<file path="src/rtl/reg_bist_engine.sv">
// reg_bist_engine: self-test driver/checker for one enable-gated storage register.
// Drives rst/en/d of the register under test through a reset check, four fixed
// patterns and a walking-one sequence, checking load and hold behaviour of each.
// Optional feature: define REG_BIST_MISR_EN to add a MISR signature over every
// compared dut_q value (adds parameter MISR_POLY and output port signature).
module reg_bist_engine #(
   parameter int unsigned DATA_WIDTH  = 32,
   parameter int unsigned HOLD_CYCLES = 2,
   parameter int unsigned IDX_W       = 8
`ifdef REG_BIST_MISR_EN
   ,
   parameter logic [DATA_WIDTH-1:0] MISR_POLY = DATA_WIDTH'(32'h0040_0007)
`endif
) (
   input  logic                  clk,
   input  logic                  rst,
   input  logic                  start,
   output logic                  dut_rst,
   output logic                  dut_en,
   output logic [DATA_WIDTH-1:0] dut_d,
   input  logic [DATA_WIDTH-1:0] dut_q,
   output logic                  busy,
   output logic                  done,
   output logic                  pass,
   output logic [IDX_W-1:0]      fail_idx,
   output logic [DATA_WIDTH-1:0] fail_data
`ifdef REG_BIST_MISR_EN
   ,
   output logic [DATA_WIDTH-1:0] signature
`endif
);

   localparam int unsigned N_PAT = DATA_WIDTH + 4;
   localparam int unsigned HC_W  = (HOLD_CYCLES > 1) ? $clog2(HOLD_CYCLES) : 1;

   localparam logic [IDX_W-1:0] LAST_IDX  = IDX_W'(N_PAT);
   localparam logic [HC_W-1:0]  LAST_HOLD = HC_W'(HOLD_CYCLES - 1);

   typedef enum logic [2:0] {
      S_IDLE,
      S_RST,
      S_RCHK,
      S_WRITE,
      S_CHECK,
      S_HOLD,
      S_DONE
   } state_t;

   state_t                state;
   logic [IDX_W-1:0]      idx;
   logic [HC_W-1:0]       hold_cnt;
   logic [DATA_WIDTH-1:0] pat;
   logic [IDX_W-1:0]      next_idx_c;
   logic [DATA_WIDTH-1:0] next_pat_c;
   logic [DATA_WIDTH-1:0] first_pat_c;
   logic                  accept_c;

   // Pattern for check index i (1..N); index 0 is the reset check and has no pattern.
   function automatic logic [DATA_WIDTH-1:0] pattern_of(input logic [IDX_W-1:0] i);
      logic [DATA_WIDTH-1:0] p;
      p = '0;
      case (i)
         IDX_W'(1): p = '1;
         IDX_W'(2): for (int b = 0; b < int'(DATA_WIDTH); b++) p[b] = ((b % 2) == 1);
         IDX_W'(3): for (int b = 0; b < int'(DATA_WIDTH); b++) p[b] = ((b % 2) == 0);
         IDX_W'(4): p = '0;
         default:   p = DATA_WIDTH'(1) << (i - IDX_W'(5));
      endcase
      return p;
   endfunction

   // Next pattern index/value and start acceptance.
   always_comb begin
      next_idx_c  = idx + IDX_W'(1);
      next_pat_c  = pattern_of(next_idx_c);
      first_pat_c = pattern_of(IDX_W'(1));
      accept_c    = start && ((state == S_IDLE) || (state == S_DONE));
   end

   // Test sequencer with registered register-under-test drive and result outputs.
   always_ff @(posedge clk) begin
      if (rst) begin
         state     <= S_IDLE;
         idx       <= '0;
         hold_cnt  <= '0;
         pat       <= '0;
         dut_rst   <= 1'b0;
         dut_en    <= 1'b0;
         dut_d     <= '0;
         busy      <= 1'b0;
         done      <= 1'b0;
         pass      <= 1'b0;
         fail_idx  <= '0;
         fail_data <= '0;
      end else begin
         case (state)
            S_IDLE, S_DONE: begin
               if (accept_c) begin
                  state     <= S_RST;
                  idx       <= '0;
                  hold_cnt  <= '0;
                  dut_rst   <= 1'b1;
                  dut_en    <= 1'b1;
                  dut_d     <= '1;
                  busy      <= 1'b1;
                  done      <= 1'b0;
                  pass      <= 1'b0;
                  fail_idx  <= '0;
                  fail_data <= '0;
               end
            end
            S_RST: begin
               state   <= S_RCHK;
               dut_rst <= 1'b0;
               dut_en  <= 1'b0;
               dut_d   <= '1;
            end
            S_RCHK: begin
               if (dut_q != '0) begin
                  state     <= S_DONE;
                  busy      <= 1'b0;
                  done      <= 1'b1;
                  pass      <= 1'b0;
                  fail_idx  <= '0;
                  fail_data <= dut_q;
                  dut_en    <= 1'b0;
                  dut_d     <= '0;
               end else begin
                  state  <= S_WRITE;
                  idx    <= IDX_W'(1);
                  pat    <= first_pat_c;
                  dut_en <= 1'b1;
                  dut_d  <= first_pat_c;
               end
            end
            S_WRITE: begin
               state  <= S_CHECK;
               dut_en <= 1'b0;
               dut_d  <= ~pat;
            end
            S_CHECK, S_HOLD: begin
               if (dut_q != pat) begin
                  state     <= S_DONE;
                  busy      <= 1'b0;
                  done      <= 1'b1;
                  pass      <= 1'b0;
                  fail_idx  <= idx;
                  fail_data <= dut_q;
                  dut_d     <= '0;
               end else if (state == S_CHECK) begin
                  state    <= S_HOLD;
                  hold_cnt <= '0;
               end else if (hold_cnt != LAST_HOLD) begin
                  hold_cnt <= hold_cnt + HC_W'(1);
               end else if (idx == LAST_IDX) begin
                  state <= S_DONE;
                  busy  <= 1'b0;
                  done  <= 1'b1;
                  pass  <= 1'b1;
                  dut_d <= '0;
               end else begin
                  state  <= S_WRITE;
                  idx    <= next_idx_c;
                  pat    <= next_pat_c;
                  dut_en <= 1'b1;
                  dut_d  <= next_pat_c;
               end
            end
            default: begin
               state   <= S_IDLE;
               dut_rst <= 1'b0;
               dut_en  <= 1'b0;
               dut_d   <= '0;
               busy    <= 1'b0;
            end
         endcase
      end
   end

`ifdef REG_BIST_MISR_EN
   logic [DATA_WIDTH-1:0] sig_next_c;

   // MISR step over the current dut_q value.
   always_comb begin
      sig_next_c = {signature[DATA_WIDTH-2:0], 1'b0}
                 ^ (signature[DATA_WIDTH-1] ? MISR_POLY : '0)
                 ^ dut_q;
   end

   // Signature accumulates on compare cycles, clears on accepted start, freezes otherwise.
   always_ff @(posedge clk) begin
      if (rst) begin
         signature <= '0;
      end else if (accept_c) begin
         signature <= '0;
      end else if ((state == S_RCHK) || (state == S_CHECK) || (state == S_HOLD)) begin
         signature <= sig_next_c;
      end
   end
`endif

endmodule

</file>
<file path="config.mk">
export PLATFORM = sky130hd
export DESIGN_NAME = reg_bist_engine
export DESIGN_NICKNAME = d
export VERILOG_FILES = /design/src/rtl/reg_bist_engine.sv
export SDC_FILE = /design/constraint.sdc
export NUM_CORES = 1
export LEC_CHECK = 0
export BUFFER_PORTS_ARGS = -buffer_cell sky130_fd_sc_hd__buf_2
export CAP_MARGIN = 40
export CORE_MARGIN = 2
export CORE_UTILIZATION = 45
export CTS_BUF_LIST = sky130_fd_sc_hd__clkbuf_4 sky130_fd_sc_hd__clkbuf_8 sky130_fd_sc_hd__clkbuf_16
export DETAILED_ROUTE_END_ITERATION = 10
export HOLD_SLACK_MARGIN = 0.15
export PLACE_DENSITY_LB_ADDON = 0.12
export SYNTH_ARGS = -nofsm -noshare
export SYNTH_HDL_FRONTEND = slang
export SYNTH_SLANG_ARGS = --single-unit
</file>
<file path="constraint.sdc">
create_clock -name clk -period 4 [get_ports clk]
set_input_delay 0.2 -clock clk [delete_from_list [all_inputs] [get_ports clk]]
set_output_delay 0.2 -clock clk [all_outputs]
set_load 0.005 [all_outputs]
</file>
# Word-level counts from Yosys, hierarchy flattened
# Cells that the tools add are included.
word_totals:
  regBits: 121
  in_bits: 35
  output_inout_bits: 77
classes:
  addsub: 3
  eq_ne: 24
  n_shift: 1
  mux: 62
  n_bitwise: 3
  n_reduce_logical: 21
op_table:
  columns: ["operator", "n"]
  rows:
  - ["$mux W32", 14]
  - ["$pmux W32 S5", 1]
  - ["$pmux W32 S4", 1]
  - ["$pmux W32 S3", 1]
  - ["$mux W8", 8]
  - ["$pmux W32 S2", 1]
  - ["$pmux W8 S3", 2]
  - ["$ne A32 B32 Y1", 1]
  - ["$not A32 Y32", 1]
  - ["$reduce_bool A32 Y1", 1]
  - ["$shl A1 B8 Y32 const A", 1]
  - ["$mux W1", 21]
  - ["$mux W3", 6]
  - ["$reduce_and A6 Y1", 3]
  - ["$eq A8 B2 Y1 const B", 2]
  - ["$ne A2 B2 Y1 const B", 8]
  - ["$pmux W3 S5", 1]
  - ["$eq A3 B3 Y1 const B", 3]
  - ["$ne A3 B3 Y1 const B", 3]
  - ["$pmux W1 S3", 3]
  - ["$add A8 B1 Y8 const B", 1]
  - ["$eq A8 B1 Y1 const B", 1]
  - ["$eq A8 B3 Y1 const B", 1]
  - ["$eq A8 B6 Y1 const B", 1]
  - ["other kinds (20)", 28]

# Logic depth before layout (Yosys ltp)
# Gate-level depths: netlist (run 1).
logic_depth:
  depth_word: 9
  depth_mapped: 11

# Worst setup path before layout (run 1)
# Ideal clock, no wire load.
synth_timing:
  kind: "reg2reg"
  start: "register idx[0]"
  end: "register dut_d[29]"
  setup_time_ps: 77
  t_arrival_ps: 2803
  t_required_ps: 3923
  slack_ps: 1120
  stages_incl_launch_ff: 12
  n_path_buf: 2
  path_cell_list: "dfxtp_1 > clkbuf_1 > inv_1 > ha_1 > nor2b_1 > a31o_2 > a221oi_1 > xor2_1 > nor4bb_1 > clkbuf_1 > nand2_1 > o21ai_0"
synth_between:
  elab_chain_len: 9
  word_cells_on_any_way: 14
  classes_between: "add/sub: 2; eq/ne: 5; shift: 1; mux: 6"
synth_lines:
  columns: ["element", "line", "rtl"]
  rows:
  - ["start: declaration", "50", "logic [IDX_W-1:0] idx;"]
  - ["start signal: assignment", "163", "idx <= next_idx_c;"]
  - ["$add A8 B1 Y8", "74", "next_idx_c = idx + IDX_W'(1);"]
  - ["$sub A8 B3 Y8", "67", "default: p = DATA_WIDTH'(1) << (i - IDX_W'(5));"]
  - ["$shl A1 B8 Y32", "67", null]
  - ["$pmux W32 S4", "62", "case (i)"]
  - ["$mux W32 *", "155", "end else if (idx == LAST_IDX) begin"]
  - ["$mux W32 *", "153", "end else if (hold_cnt != LAST_HOLD) begin"]
  - ["$mux W32 *", "150", "end else if (state == S_CHECK) begin"]
  - ["$mux W32 *", "142", "if (dut_q != pat) begin"]
  - ["$pmux W32 S5 *", "96", "case (state)"]
  - ["end signal: assignment", "133", "dut_d <= first_pat_c;"]
  - ["end signal: assignment", "139", "dut_d <= ~pat;"]
  - ["end signal: assignment", "166", "dut_d <= next_pat_c;"]
  - ["end: declaration", "20", "output logic [DATA_WIDTH-1:0] dut_d,"]
# Every way passes the cells marked *; elsewhere a longest branch is shown, timed or not. The select of a mux whose other input is x is not followed.
# A chain may end at the register's enable or synchronous reset.

# Final worst setup path (run 1)
layout_timing:
  start: "register idx[1]"
  end: "register dut_d[30]"
# The elaborated chain is that of the path after synthesis.

==> impl_summary.txt, run 1 <==
----------------------------------------------------
[Outcome]
  Status ... completed

[Yosys]
  Distinct cells, synth ... between 60 and 70
  Synthesized area per cell ... 7.88 µm²
  Post-Syn Area ... 6170 µm²
  Commonest cells in the synthesized netlist ... dfxtp_1, nand2_1, nor2_1, o21ai_0, clkbuf_1
  Main synth FF type ... dfxtp_1
  Seq/Total Area, Yosys ... 39.3%
  Flop and latch count out of synthesis ... 121
  Synth Instances ... between 700 and 800
  Post-Synthesis Net Count ... 823
  Top-area cell type share of the netlist area ... 39.3%
  EDFF count, synth ... 0
  Cell types with the largest area share after synthesis ... dfxtp_1, xor2_1, nand2_1
  Ys Warns ... 0
  FFs w/ async S/R, synth ... 0%
  Library cell with the highest instance count after synthesis ... dfxtp_1
  Dominant cell type by area after synthesis ... dfxtp_1

[Route]
  Initial DRT Pass Iterations ... 5
  DRC viols ... 0
  WL final ... roughly 20000 µm
  Wire length per cell ... around 19 µm
  Number of nets still failing antenna checks after routing ... 0
  Vias after detailed routing ... 6460
  Drt via density ... 5.89
  Violation count after the first detailed-route iteration ... 534

[CTS]
  CTS tree ... built
  Clock insertion delay at the later pin of the skew report ... between 0.4 and 0.5 ns
  Buffer type at the clock tree root ... clkbuf_16
  CTS HTree Levels ... 4
  Clock Tree Buf Depth ... 2
  Clock transition at the register clock pins on the worst setup and hold paths after CTS ... 0.05 ns
  Clock tree sinks ... ~120
  Number of CTS-inserted buffers ... 17

[Pwr]
  Leakage ... roughly 3.1 nW
  Part of the power in the clock network ... 37.2%
  Pwr Density ... 547 nW/µm²
  Worst ir drop on vdd ... between 0.2 and 0.25 mV
  Combinational cell fraction of total power ... 25.5%
  Internal portion of total power ... 2.91 mW
  Register share of total power ... between 30% and 40%
  P_sw ... 1.37 mW
  Net Sw Frac ... 31.9%

[Die]
  Die area ... 14700 µm²
  Count of pins on the block boundary ... between 100 and 150
  DIE WIDTH ... 121 µm
  Row cnt ... between 40 and 50
  Placeable core region ... 13300 µm²
  Starting density of the core ... between 40% and 50%
  Die Y ... between 100 and 150 µm

[Timing]
  Fraction of the cycle the final worst path needs ... around nine tenths
  Setup violators final ... 0
  Worst clock skew ... 0.00749 ns
  Final min period ... roughly 3.5 ns
  Sum of negative setup slack ... 0 ns
  Fmax ... about 280 MHz
  Hold violation total from the final report ... 0
  Transition time at the pin with the least slew margin ... 0.892 ns
  Max-slew headroom ... 40.2%
  Unrepaired setup endpoints after global routing ... no
  Slew Limit Fails ... 0

[Layout]
  Total inserted antenna cells ... 0
  Storage element area ... 2420 µm²
  Synthesis-to-finish area growth ... 27.0%
  Number of nets at the end of the flow ... 948
  Area of the multi-input gates ... 3500 µm²
  Share of layout cells above drive strength 1 ... 21.2%
  Layout Utilization ... around three fifths
  Filler-free cell count of the finished design ... 1096
  Filler instances ... 1184

[Worst hold path]
  Worst Hold Launch ... start
  Worst hold-check path type ... in -> reg

[Setup path]
  Required time at the endpoint of the critical path ... approximately 4.3 ns
  Endpoint class of the critical path ... register
  Arrival time at the worst endpoint ... 3.87 ns
  Critical Path Source ... idx[1]
  Type of the worst setup path ... reg -> reg
  Launching element type of the critical path ... register
  Max Fanout on Critical Path ... 16
  Reg2Reg Launch Point ... idx[1]

[Place]
  Post-detail-place hpwl ... 14300 µm
  Last weighted congestion value of the routability-driven placer ... ~0.90
  Port Buffer Count ... 111
  DP Cell Count ... a little over 1000

[Global routing]
  Antenna violations before repair ... 0
  Global-route usage over all layers ... 27.7%
  Maximum number of pins on one net before global-route repair ... 65
  Global-route wire length before repair ... 31800 µm
  Final global-route overflow total ... 0
  Via count of the first global-routing pass ... 6031

[Job]
  Maxcap violations ... 0

----------------------------------------------------
[sequential cells by signal (all words and copies together) (netlist names)]
signal and count:
idx 8, dut_d 32, dut_rst 1, state 3, done 1, busy 1
pass 1, hold_cnt 1, fail_data 32, fail_idx 8, dut_en 1, pat 32
[layout make-up]
class	instances	area share (%)
multi-input combinational	594	44.7
sequential	121	30.9
timing repair buffer	164	13.2
clock buffer	21	6.06
tap	176	2.81
clock inverter	11	1.84
inverter	9	0.432
[power groups by stage]
stage	logic [mW]	registers, mW	clock network [mW]
3_5_place_dp	1.06	1.61	0
2_1_floorplan	0.647	1.60	0
5_1_grt	1.21	1.62	1.68
4_1_cts	1.09	1.59	1.61
6_report	1.09	1.60	1.59
3_3_place_gp	1.04	1.61	0
[routing by layer]
metal / share of wire, % / vias up / global-route usage (%)
li1: - / 3110 / -
met1: 45 / 3038 / 36.7
met2: 46 / 275 / 44.7
met3: 6.6 / 37 / 5.83
met4: 2.3 / 0 / 9.74
met5: 0 / - / 0
[worst max-delay path, stage by stage, from the launching register on]
cell	delay [ns]
dfxtp_1	0.64
ha_1	0.59
and3_1	0.39
o211ai_1	0.21
and2_4	0.22
or4_4	0.55
o31ai_4	0.56
o21ai_1	0.18
o211ai_1	0.12
[path summary, 6_finish.rpt]
check / slack (ns) / cells past startpoint / endpoint
worst max-delay path: 0.45 / 8 / dut_d[30]
worst min-delay path: 0.17 / 3 / dut_rst
worst max register to register: 0.45 / 8 / dut_d[30]
worst min register to register: 0.46 / 2 / done
[through the flow]
step	setup WS, ns	power, mW	area [µm²]	hold slack (ns)
final	0.454	4.28	7830	0.175
after global routing	0.166	4.51	7830	0.165
after CTS	0.492	4.29	7830	0.163
after detailed placement	0.510	2.67	6890	0.454
after global placement	0.593	2.65	6880	0.449
after floorplan	1.12	2.25	6170	0.340
[logic make-up after synthesis]
logic type | count (synthesis) | synth area share [%]
and+or+nand+nor | 323 | 26.0
muxes | 2 | 0.325
adders and majority gates | 6 | 1.22
AOI/OAI and AO/OA | 221 | 22.6
DFF | 121 | 39.3
xor gates and xnor gates | 42 | 5.97
buffers and inverters | 67 | 4.61
[placed cells by master (no fill, tap or decap), types with 6 or more instances in the layout]
| cell | n |
|---|---|
| a21oi_2 | 10 |
| xor2_1 | 37 |
| a211oi_1 | 24 |
| nor2_1 | 76 |
| nand4_1 | 43 |
| dfxtp_1 | 121 |
| clkbuf_16 | 17 |
| a31oi_1 | 7 |
| a22o_1 | 8 |
| buf_2 | 111 |
| a21oi_1 | 36 |
| nand3_1 | 38 |
| o211ai_1 | 19 |
| inv_1 | 8 |
| nand2_1 | 85 |
| nor4_1 | 20 |
| o21ai_0 | 50 |
| o21ai_1 | 36 |
| nor3_1 | 15 |
| buf_4 | 21 |
| nor2b_1 | 8 |
| dlygate4sd3_1 | 32 |
| ha_1 | 6 |
[timing repair]
action | in CTS | in global routing
hold buffers | 32 | 0
endpoints found under the hold margin | 32 | 0
buffers inserted | 0 | 0
resized for setup | 0 | 0
Power figures use the tool's default switching activity.
==> inputs of run 2 (changes only) <==
==> constraint.sdc (replaced) <==
create_clock -name clk -period 2.85 [get_ports clk]
set_input_delay 0.1425 -clock clk [delete_from_list [all_inputs] [get_ports clk]]
set_output_delay 0.1425 -clock clk [all_outputs]
set_load 0.005 [all_outputs]
==> impl_summary.txt, run 2 (synthesis gave the netlist of run 1 again) <==
----------------------------------------------------
[Outcome]
  Status ... completed (unchanged)

[Global routing]
  Global-route usage over all layers ... 27.3% (was 27.7%)
  Via count of the first global-routing pass ... 6058 (was 6031)
  Final global-route overflow total ... 0 (unchanged)
  Global-route wire length before repair ... 31400 µm (was 31800 µm)
  Antenna violations before repair ... 0 (unchanged)
  Maximum number of pins on one net before global-route repair ... 65 (unchanged)

[Layout]
  Synthesis-to-finish area growth ... 30.5% (was 27.0%)
  Number of nets at the end of the flow ... 973 (was 948)
  Most common cell after layout, fill and taps aside ... dfxtp_1 (unchanged)
  Share of layout cells above drive strength 1 ... 23.5% (was 21.2%)
  Final design instance area without fill ... 8050 µm² (was 7830 µm²)
  Total inserted antenna cells ... 0 (unchanged)
  Top Registers ... dut_d (32), fail_data (32), pat (32) (unchanged)
  Most frequent cells in the layout ... dfxtp_1, buf_2, nand2_1, nor2_1, o21ai_0 (unchanged)

[Setup path]
  Max Fanout on Critical Path ... 10 (was 16)
  Required time at the endpoint of the critical path ... 3.20 ns (was 4.33 ns)
  Arrival time at the worst endpoint ... 3.08 ns (was 3.87 ns)
  Type of the worst setup path ... reg -> reg (unchanged)
  Endpoint class of the critical path ... register (unchanged)
  Sequence of cells on the critical path ... buf_4, inv_1, ha_1, nor2b_1, a31o_2, a221oi_2, xor2_1, nor4bb_4, buf_2, nand4_1, a21oi_1 (was ha_1, and3_1, o211ai_1, and2_4, or4_4, o31ai_4, o21ai_1, o211ai_1)
  Worst-path cell with the longest stage delay ... nor4bb_4 (was dfxtp_1)
  Launching element type of the critical path ... register (unchanged)
  Slowest Stage Delay on Critical Path ... 0.42 ns (was 0.64 ns)

[Place]
  Post-detailed-placement cell area ... 7070 µm² (was 6890 µm²)
  Post-detail-place hpwl ... 14500 µm (was 14300 µm)
  Port Buffer Count ... 111 (unchanged)
  Last weighted congestion value of the routability-driven placer ... 0.945 (was 0.900)

[Timing]
  Hold violation total from the final report ... 0 (unchanged)
  Fraction of the cycle the final worst path needs ... 96.0% (was 88.6%)
  Setup violators final ... 0 (unchanged)
  Fmax ... 366 MHz (was 282 MHz)
  Final min period ... 2.74 ns (was 3.55 ns)
  Sum of negative setup slack ... 0 ns (unchanged)
  Slew Limit Fails ... 0 (unchanged)
  Worst hold slack ... 0.154 ns (was 0.175 ns)
  Transition time at the pin with the least slew margin ... 0.627 ns (was 0.892 ns)
  Max-slew headroom ... 58.2% (was 40.2%)
  Worst clock skew ... 0.0120 ns (was 0.00749 ns)

[Route]
  DRC viols ... 0 (unchanged)
  Initial DRT Pass Iterations ... 5 (unchanged)
  Number of nets still failing antenna checks after routing ... 0 (unchanged)
  Violation count after the first detailed-route iteration ... 831 (was 534)
  Wire length per cell ... 18.4 µm (was 18.5 µm)
  WL final ... 20600 µm (was 20300 µm)
  Vias after detailed routing ... 6590 (was 6460)
  Drt via density ... 5.89 (about the same)

[CTS]
  Clock transition at the register clock pins on the worst setup and hold paths after CTS ... 0.05 ns (about the same)
  Number of CTS-inserted buffers ... 17 (unchanged)
  CTS HTree Levels ... 4 (unchanged)
  Clock tree sinks ... 121 (unchanged)
  Buffer type at the clock tree root ... clkbuf_16 (unchanged)
  Clock Tree Buf Depth ... 2 (unchanged)
  CTS tree ... built (unchanged)
  Clock insertion delay at the later pin of the skew report ... 0.42 ns (about the same)

[Die]
  DIE WIDTH ... 121 µm (unchanged)
  Starting density of the core ... 46.4% (unchanged)
  Die area ... 14700 µm² (unchanged)
  Placeable core region ... 13300 µm² (unchanged)
  Row cnt ... 42 (unchanged)
  Die Y ... 121 µm (unchanged)
  Count of pins on the block boundary ... 112 (unchanged)

[Pwr]
  Leakage ... 3.29 nW (was 3.13 nW)
  Worst ir drop on vdd ... 0.458 mV (was 0.233 mV)
  Pwr Density ... 750 nW/µm² (was 547 nW/µm²)

[Job]
  Maxcap violations ... 0 (unchanged)

[Worst hold path]
  Worst hold-check path type ... in -> reg (unchanged)

----------------------------------------------------
[run 2: cell types whose count changed in the layout (fill, tap and decap cells not counted), sizes merged]
| cell | before | now |
|---|---|---|
| inv | 9 | 8 |
| clkinv | 4 | 5 |
| buf | 132 | 156 |
| dlygate4sd3 | 32 | 33 |
| clkinvlp | 4 | 2 |
[run 2: cell type report]
type	instances	area [µm²]
fillers	1187	5250
multi-input cells	594	3530
flip-flops and latches	121	2420
repair buffers	189	1250
clock buffers	21	462
well taps	176	220
clock inverters	9	125
inverters	9	33.8
[run 2: power breakdown]
part           internal [mW]  switching (mW)  total [mW]
clock network           1.41           0.760        2.17
logic                  0.673           0.982        1.65
registers               2.03           0.183        2.21
[run 2: metal layers]
metal	up-vias	global-route usage (%)	share of wire, %
met1	3142	35.6	44
met4	0	10.3	2.4
met3	42	5.45	6.7
met2	258	44.4	47
met5	-	0	0
li1	3148	-	-
[run 2: critical path: cells and delay by family (launching register included)]
kind | cells | cell delay (ns)
buffers and inverters | 3 | 0.53
and+or+nand+nor | 3 | 0.68
adders and majority gates | 1 | 0.29
xor gates and xnor gates | 1 | 0.15
DFF | 1 | 0.34
AOI/OAI and AO/OA | 3 | 0.66
[run 2: timing repair]
item	4_1_cts	5_1_grt
setup endpoints to repair	0	57
hold buffers	33	0
setup buffers	0	3
hold endpoints to repair	33	0
resized for setup	0	12
[run 2: worst paths after layout]
kind              cells past startpoint       to    from  slack, ns
hold / removal                        2   idx[7]     rst       0.15
setup / recovery                     11  pat[25]  idx[1]       0.11
hold reg to reg                       2     done    done       0.46
setup reg to reg                     11  pat[25]  idx[1]       0.11
[run 2: metrics by stage]
stage	std cells	worst slack, ns	util [%]	power, mW
finish	1119	0.114	60.5	6.03
global route	1119	-0.0504	60.5	6.32
CTS	1115	0.00777	60.0	6.03
detailed placement	1052	0.0161	53.1	3.83
global placement	1052	0.0747	53.1	3.81
floorplan	782	0.00533	-	3.16
